===== src/rtl/gate_sweep_if.sv =====
// gate_sweep bus: sweep control, gate-under-test hookup and result status.
// master = controller/gate side, slave = the sweeper.
interface gate_sweep_if #(
  parameter int N     = 2,
  parameter int CNT_W = 8
);
  logic             start;
  logic [2:0]       mode;
  logic             dut_o;
  logic [N-1:0]     a_out;
  logic             busy;
  logic             done;
  logic             pass;
  logic             mode_err;
  logic [CNT_W-1:0] err_cnt;
  logic             fail_valid;
  logic [N-1:0]     fail_vec;

  modport master (
    output start, mode, dut_o,
    input  a_out, busy, done, pass, mode_err,
    input  err_cnt, fail_valid, fail_vec
  );

  modport slave (
    input  start, mode, dut_o,
    output a_out, busy, done, pass, mode_err,
    output err_cnt, fail_valid, fail_vec
  );
endinterface


===== src/rtl/gate_sweep.sv =====
// Exhaustive truth-table sweeper/checker for an external N-input gate.
// Drives 0..2^N-1, samples dut_o after SETTLE cycles, tallies mismatches.
module gate_sweep #(
  parameter int N      = 2,
  parameter int SETTLE = 1,
  parameter int CNT_W  = 8
) (
  input  logic      clk,
  input  logic      rst,
  gate_sweep_if.slave bus
);

  typedef enum logic [1:0] {
    S_IDLE,
    S_DRIVE,
    S_SAMPLE,
    S_DONE
  } state_t;

  localparam int SW = (SETTLE > 1) ? $clog2(SETTLE) : 1;
  localparam logic [SW-1:0] SET_LAST = SW'(SETTLE - 1);
  localparam logic [CNT_W-1:0] CNT_MAX = '1;

  state_t           state;
  state_t           nxt;
  logic [N-1:0]     v;
  logic [SW-1:0]    set_cnt;
  logic [2:0]       mode_q;
  logic [CNT_W-1:0] err_cnt;
  logic             fail_valid;
  logic [N-1:0]     fail_vec;
  logic             pass;
  logic             mode_err;
  logic             busy;
  logic             done;

  logic legal;
  logic go;
  logic settled;
  logic last;
  logic ref_bit;
  logic miss;

  // Golden value of the selected function for one input vector.
  function automatic logic ref_of(
    input logic [2:0]   m,
    input logic [N-1:0] x
  );
    logic r;
    unique case (m)
      3'd0:    r = ~|x;
      3'd1:    r = |x;
      3'd2:    r = ~&x;
      3'd3:    r = &x;
      3'd4:    r = ^x;
      3'd5:    r = ~^x;
      default: r = 1'b0;
    endcase
    return r;
  endfunction

  assign legal   = (bus.mode <= 3'd5);
  assign go      = (state == S_IDLE) && bus.start;
  assign settled = (set_cnt == SET_LAST);
  assign last    = &v;
  assign ref_bit = ref_of(mode_q, v);
  assign miss    = (state == S_SAMPLE) && (bus.dut_o != ref_bit);

  // State register.
  always_ff @(posedge clk or posedge rst) begin
    if (rst) begin
      state <= S_IDLE;
    end else begin
      state <= nxt;
    end
  end

  // Next-state: hold each vector SETTLE cycles, sample once, advance.
  always_comb begin
    nxt = state;
    unique case (state)
      S_IDLE: begin
        if (bus.start) begin
          nxt = legal ? S_DRIVE : S_DONE;
        end
      end
      S_DRIVE: begin
        if (settled) begin
          nxt = S_SAMPLE;
        end
      end
      S_SAMPLE: begin
        nxt = last ? S_DONE : S_DRIVE;
      end
      S_DONE: begin
        nxt = S_IDLE;
      end
      default: begin
        nxt = S_IDLE;
      end
    endcase
  end

  // State-decoded outputs.
  always_comb begin
    busy = 1'b0;
    done = 1'b0;
    unique case (1'b1)
      (state == S_DRIVE):  busy = 1'b1;
      (state == S_SAMPLE): busy = 1'b1;
      (state == S_DONE):   done = 1'b1;
      default: begin
        busy = 1'b0;
        done = 1'b0;
      end
    endcase
  end

  // Vector, settle timer and latched mode.
  always_ff @(posedge clk or posedge rst) begin
    if (rst) begin
      v       <= '0;
      set_cnt <= '0;
      mode_q  <= '0;
    end else begin
      if (go && legal) begin
        mode_q  <= bus.mode;
        v       <= '0;
        set_cnt <= '0;
      end else if (state == S_DRIVE) begin
        set_cnt <= settled ? '0 : set_cnt + SW'(1);
      end else if (state == S_SAMPLE && !last) begin
        v <= v + N'(1);
      end
    end
  end

  // Result status; pass is resolved on entry to DONE so it is
  // valid while done is high.
  always_ff @(posedge clk or posedge rst) begin
    if (rst) begin
      err_cnt    <= '0;
      fail_valid <= 1'b0;
      fail_vec   <= '0;
      pass       <= 1'b0;
      mode_err   <= 1'b0;
    end else if (go) begin
      err_cnt    <= '0;
      fail_valid <= 1'b0;
      fail_vec   <= '0;
      pass       <= 1'b0;
      mode_err   <= !legal;
    end else if (state == S_SAMPLE) begin
      if (miss) begin
        if (err_cnt != CNT_MAX) begin
          err_cnt <= err_cnt + CNT_W'(1);
        end
        if (!fail_valid) begin
          fail_vec   <= v;
          fail_valid <= 1'b1;
        end
      end
      if (last) begin
        pass <= (err_cnt == '0) && !miss && !mode_err;
      end
    end
  end

  assign bus.a_out      = v;
  assign bus.busy       = busy;
  assign bus.done       = done;
  assign bus.pass       = pass;
  assign bus.mode_err   = mode_err;
  assign bus.err_cnt    = err_cnt;
  assign bus.fail_valid = fail_valid;
  assign bus.fail_vec   = fail_vec;

endmodule

===== src/flat_wrapper.sv =====
// flat-port wrapper written by rule: the top's interface ports become plain ports
module gate_sweep_flat 
#(
  parameter int N      = 2,
  parameter int SETTLE = 1,
  parameter int CNT_W  = 8
)
  (clk, rst, bus_start, bus_mode, bus_dut_o, bus_a_out, bus_busy, bus_done, bus_pass, bus_mode_err, bus_err_cnt, bus_fail_valid, bus_fail_vec);
  gate_sweep_if #(.N(N), .CNT_W(CNT_W)) bus_i ();
  input  logic clk;
  input  logic rst;
  input wire logic [$bits(bus_i.start)-1:0] bus_start;
  input wire logic [$bits(bus_i.mode)-1:0] bus_mode;
  input wire logic [$bits(bus_i.dut_o)-1:0] bus_dut_o;
  output wire logic [$bits(bus_i.a_out)-1:0] bus_a_out;
  output wire logic [$bits(bus_i.busy)-1:0] bus_busy;
  output wire logic [$bits(bus_i.done)-1:0] bus_done;
  output wire logic [$bits(bus_i.pass)-1:0] bus_pass;
  output wire logic [$bits(bus_i.mode_err)-1:0] bus_mode_err;
  output wire logic [$bits(bus_i.err_cnt)-1:0] bus_err_cnt;
  output wire logic [$bits(bus_i.fail_valid)-1:0] bus_fail_valid;
  output wire logic [$bits(bus_i.fail_vec)-1:0] bus_fail_vec;
  assign bus_i.start = bus_start;
  assign bus_i.mode = bus_mode;
  assign bus_i.dut_o = bus_dut_o;
  assign bus_a_out = bus_i.a_out;
  assign bus_busy = bus_i.busy;
  assign bus_done = bus_i.done;
  assign bus_pass = bus_i.pass;
  assign bus_mode_err = bus_i.mode_err;
  assign bus_err_cnt = bus_i.err_cnt;
  assign bus_fail_valid = bus_i.fail_valid;
  assign bus_fail_vec = bus_i.fail_vec;
  gate_sweep #(.N(N), .SETTLE(SETTLE), .CNT_W(CNT_W)) u_core (.clk(clk), .rst(rst), .bus(bus_i));
endmodule

===== config.mk =====
export PLATFORM = sky130hd
export DESIGN_NAME = gate_sweep_flat
export DESIGN_NICKNAME = d
export VERILOG_FILES = /design/src/rtl/gate_sweep_if.sv /design/src/rtl/gate_sweep.sv /design/src/flat_wrapper.sv
export SDC_FILE = /design/constraint.sdc
export NUM_CORES = 1
export LEC_CHECK = 0
export ABC_CLOCK_PERIOD_IN_PS = 3400
export BUFFER_PORTS_ARGS = -buffer_cell sky130_fd_sc_hd__buf_2
export CAP_MARGIN = 30
export CORE_MARGIN = 4
export CORE_UTILIZATION = 58
export DETAILED_ROUTE_END_ITERATION = 8
export PLACE_DENSITY = 0.92
export SKIP_LAST_GASP = 1
export SYNTH_ARGS = -nofsm -noshare
export SYNTH_HDL_FRONTEND = slang
export SYNTH_SLANG_ARGS = --single-unit

===== constraint.sdc =====
create_clock -name clk -period 3.4 [get_ports clk]
set_clock_uncertainty 0.1 [all_clocks]
set_input_delay 0.51 -clock clk [delete_from_list [all_inputs] [get_ports clk]]
set_output_delay 0.51 -clock clk [all_outputs]
set_load 0.02 [all_outputs]

Word-level counts from Yosys, hierarchy flattened
Cells that the tools add are included.
{"block": "op_classes", "eq_ne": 14, "muxes": 28, "shift": 0, "mul": 0, "n_lt_le_gt_ge": 1, "n_reduce_logical": 31, "n_div": 0, "bitwise_logic": 0, "add_sub_neg": 3}
{"operator": "8-bit 2-to-1 mux", "count": 4}
{"operator": "2-bit 2-to-1 mux", "count": 11}
{"operator": "2-bit nonzero test", "count": 6}
{"operator": "1-bit 2-to-1 mux", "count": 11}
{"operator": "2-bit AND reduction", "count": 5}
{"operator": "8-bit by 1-bit adder with 8-bit output (second input constant)", "count": 1}
{"operator": "8-bit zero test", "count": 1}
{"operator": "2-bit inequality test (second input constant)", "count": 4}
{"operator": "8-bit inequality test (second input constant)", "count": 1}
{"operator": "2-bit case mux with 4 select lines", "count": 1}
{"operator": "3-bit by 2-bit == test with 1-bit output (second input constant)", "count": 2}
{"operator": "3-bit == test (second input constant)", "count": 2}
{"operator": "1-bit logical AND", "count": 6}
{"operator": "1-bit case mux with 6 select lines", "count": 1}
{"operator": "3-bit AND reduction", "count": 2}
{"operator": "1-bit zero test", "count": 5}
{"operator": "2-bit == test (second input constant)", "count": 2}
{"operator": "2-bit OR reduction", "count": 2}
{"operator": "3-bit by 1-bit == test with 1-bit output (second input constant)", "count": 1}
{"operator": "3-bit less-or-equal comparator (second input constant)", "count": 1}
{"operator": "3-bit zero test", "count": 1}
{"operator": "2-bit by 1-bit adder with 2-bit output (second input constant)", "count": 1}
{"operator": "2-bit by 1-bit == test with 1-bit output (second input constant)", "count": 1}
{"operator": "2-bit zero test", "count": 1}
{"operator": "other kinds (4)", "count": 4}
{"block": "totals", "wordCells": 86, "output_inout_bits": 17, "n_memories": 0, "ramBits": 0, "in_bits": 7, "latch_bits": 0, "rom_bits": 0, "register_bits": 21}

Logic depth before layout (Yosys ltp)
{"block": "logic_depth", "depth_word": 11, "depth_mapped": 9, "mapped_depth_nobuf": 8}

Worst setup path after synthesis
OpenSTA, ideal clock, no wires.
{"block": "synth_path", "path_type": "register -> register", "startpoint": "register u_core.v[0] (netlist: u_core.bus.a_out[0])", "endpoint": "register u_core.err_cnt[7] (netlist: u_core.bus.err_cnt[7])", "path_stages_with_launch": 9, "synth_period_minus_slack_ps": 2330, "required_ps": 3175, "t_arrival_ps": 2105, "path_buffers": 0, "setup_ps": 125, "setup_slack_ps": 1070, "cell_sequence": "dfrtp_1 > inv_1 > ha_1 > mux2_4 > o21ai_0 > o211ai_1 > or4_4 > nor3_2 > a211oi_2"}
{"block": "synth_via", "elab_chain_cells": 7, "word_cells_on_any_way": 11, "cone_classes": "1 x eq/ne; 1 x mux; 9 x reduce/logical"}
{"element": "start: declaration", "line": "gate_sweep.sv:26", "text": "logic [N-1:0] v;"}
{"element": "start signal: assignment", "line": "gate_sweep.sv:133", "text": "v <= v + N'(1);"}
{"element": "2-bit AND reduction / 2-bit OR reduction (equally long branches)"}
{"element": "1-bit zero test (on tied branches)", "line": "gate_sweep.sv:53, gate_sweep.sv:51"}
{"element": "1-bit case mux with 6 select lines (*)", "line": "gate_sweep.sv:50", "text": "unique case (m)"}
{"element": "1-bit inequality test (*)", "line": "gate_sweep.sv:67", "text": "assign miss = (state == S_SAMPLE) && (bus.dut_o != ref_bit);"}
{"element": "1-bit logical AND (*)", "line": "gate_sweep.sv:67"}
{"element": "2-bit nonzero test (no line) (*)"}
{"element": "3-bit AND reduction (no line) (*)"}
{"element": "end signal: assignment", "line": "gate_sweep.sv:156", "text": "err_cnt <= err_cnt + CNT_W'(1);"}
{"element": "end: declaration", "line": "gate_sweep.sv:29", "text": "logic [CNT_W-1:0] err_cnt;"}
Every way passes the cells marked *; elsewhere a longest branch is shown, timed or not.
A chain may end at the register's enable or synchronous reset.

Worst setup path in the final report
{"block": "layout_path", "startpoint": "register u_core.v[0] (netlist: u_core.bus.a_out[0])", "endpoint": "register u_core.err_cnt[5] (netlist: u_core.bus.err_cnt[5])"}
The elaborated chain is that of the path after synthesis.

==> flow_metrics.tcl <==
set metrics [dict create \
    status "finished clean" \
    fp.dieW_um 54.2 \
    tns_ns 0 \
    cts_tree "yes" \
    cts.sinks 20 \
    fillers 159 \
    worstPathArrival_ns 2.75 \
    drt_iter0_drc 41 \
    vias 1049 \
    die_area_sq_um 2940 \
    synthFlopType "dfrtp_1" \
    syn2layout_area_growth_pct 12.0 \
    final_antenna_net_count 0 \
    max_freq_ghz 0.377 \
    synth.cell_area_sq_um 1240 \
    gp_congestion 0.788 \
    final_cell_mix "buf_2, dfrtp_1, nor2_1, inv_1" \
    drv_cap 0 \
    grt_usage 0.202 \
    p_leak_nw 0.703 \
    min_period_ns 2.65 \
    critPathMaxStageDelay_ns 0.68 \
    drv_slew 0 \
    setup_viol 0 \
    pwr_density_cell_nw_per_um2 762 \
    cp_max_fo 13 \
    nNetsFinal 174 \
    portBuffers 23 \
    cts_buffers 3 \
    hold_buffers 0 \
    num_rows 16 \
    grt_pass1_wl_mm 4.29 \
    end_kind "flop" \
    hold_viol_final 0 \
    synth_fp_nets 148 \
    yosys_register_bits 20 \
    cts-resized-gates 0 \
    cts.clk_slew.worst_paths_ns 0.11 \
    postCtsSetupBuffers 0 \
    ys_warn_count 0 \
    layout_commonest_cell "buf_2" \
    cts_max_level 1 \
    clock_path_buffers 2 \
    ys_async_sr_fraction 1.00 \
    synth_edf_count 0 \
    clk_latency_ns 0.30 \
    yosysTopAreaCell "dfrtp_1" \
    critPathTopFamily "compound AO/OA/AOI/OAI gates" \
    final_util 0.693 \
    post-route-period-util 0.780 \
    fp.dieH_um 54.2 \
    slew_headroom 0.502 \
    path_cells "inv_1 > ha_1 > mux2_4 > o21ai_0 > o211ai_1 > nor4_4 > a31oi_1 > a41o_1" \
    diodes 0 \
    max-vdd-ir-drop_mv 0.529 \
    ioPinCount 24 \
    start_kind "flop" \
    routed_via_density 5.76 \
    grt_setup_unrepaired "no" \
    core_sq_um 2000 \
    crit_buf_inv 1 \
    hp-class "in -> async" \
    start_util 0.618 \
    wl_per_cell_um 14.8 \
    grt_pass1_vias 1025 \
    grt_max_degree 21 \
    critPathKind "reg -> reg" \
    yosys-top-cells-area "dfrtp_1, ha_1, nor2_1" \
    drive_gt1_frac 0.232 \
    synthDistinctLibCells 37 \
    dp_hpwl_mm 2.13 \
    critPathRequiredTime_ns 3.50 \
    synth_top_area_frac 0.404 \
    antenna_found_initial 0 \
    gr-total-overflow 0 \
    synthCells 131 \
    seq_area_frac_synth 0.404 \
    cts-root-buf "clkbuf_4" \
    detailedRoute.firstPassIterationCount 4 \
    drc 0 \
    tightest_slew_ns 0.747 \
    crit_path_top_delay_cell "nor4_4" \
    wl_mm 2.70 \
    synth.avg_cell_area_sq_um 9.45 \
]
[per-stage QoR]
step / hold WS (ns) / cell area (sq um) / total power, mW / instances / setup slack, ns
2_1_floorplan: 0.374 / 1240 / 0.812 / 131 / 1.07
3_3_place_gp: 0.381 / 1360 / 0.909 / 179 / 0.935
3_5_place_dp: 0.405 / 1360 / 0.945 / 179 / 0.806
4_1_cts: 0.248 / 1390 / 1.05 / 182 / 0.792
5_1_grt: 0.287 / 1390 / 1.13 / 182 / 0.591
6_report: 0.220 / 1390 / 1.06 / 182 / 0.749
[area by class of cell]
class,count,area (sq um),area share
well taps,27,33.8,0.0244
multi-input cells,96,666,0.480
flip-flops and latches,20,500,0.361
inverters,13,48.8,0.0352
clock buffers,3,22.5,0.0162
repair buffers,23,115,0.0830
[state kept, by name (all words and copies together) (netlist names)]
name	cells
u_core.bus.fail_valid	1
u_core.mode_q	3
u_core.bus.err_cnt	8
u_core.bus.mode_err	1
u_core.state	2
u_core.bus.fail_vec	2
u_core.bus.a_out	2
u_core.bus.pass	1
[worst paths after layout]
| kind | end | slack (ns) | cells past startpoint | startpoint |
|---|---|---|---|---|
| max in group asynchronous | u_core.bus.fail_vec[0] | 2.51 | 2 | rst |
| setup / recovery | u_core.bus.err_cnt[5] | 0.75 | 8 | u_core.bus.a_out[0] |
| hold reg to reg | u_core.bus.pass | 0.42 | 2 | u_core.bus.pass |
| min in group clk | u_core.mode_q[0] | 0.34 | 2 | bus_mode[0] |
| setup reg to reg | u_core.bus.err_cnt[5] | 0.75 | 8 | u_core.bus.a_out[0] |
| hold / removal | u_core.state[1] | 0.22 | 2 | rst |
[Yosys cell counts (2+ instances only)]
cell,instances
nor2_1,14
ha_1,10
a31oi_1,2
and3_1,3
a41o_1,3
dfrtp_1,20
nor4_1,2
inv_1,13
nor3_1,5
nor2b_1,2
o21ai_0,3
buf_6,2
nand3_1,6
nor3b_1,2
a21oi_1,10
a21o_1,4
nand2_1,9
mux2_2,2
[power by group]
group          total (mW)  internal (mW)  switching (mW)
Sequential          0.387          0.308          0.0789
Combinational       0.557          0.212           0.345
Clock               0.112         0.0413          0.0711
[cell families after synthesis]
logic type	share of synthesized area
flip-flops	0.404
AND/OR/NAND/NOR	0.245
buffers and inverters	0.0576
multiplexers	0.0303
AO/OA/AOI/OAI	0.148
adder cells (fa/ha/maj)	0.101
XOR/XNOR	0.0142
[metal layers]
metal  wire length [um]  GRT usage  vias up
met5                  0          0        -
li1                   -          -      509
met3                178     0.0332        8
met4                 57      0.120        0
met1               1110      0.220      482
met2               1360      0.363       50
(Power assumes the default switching activity.)
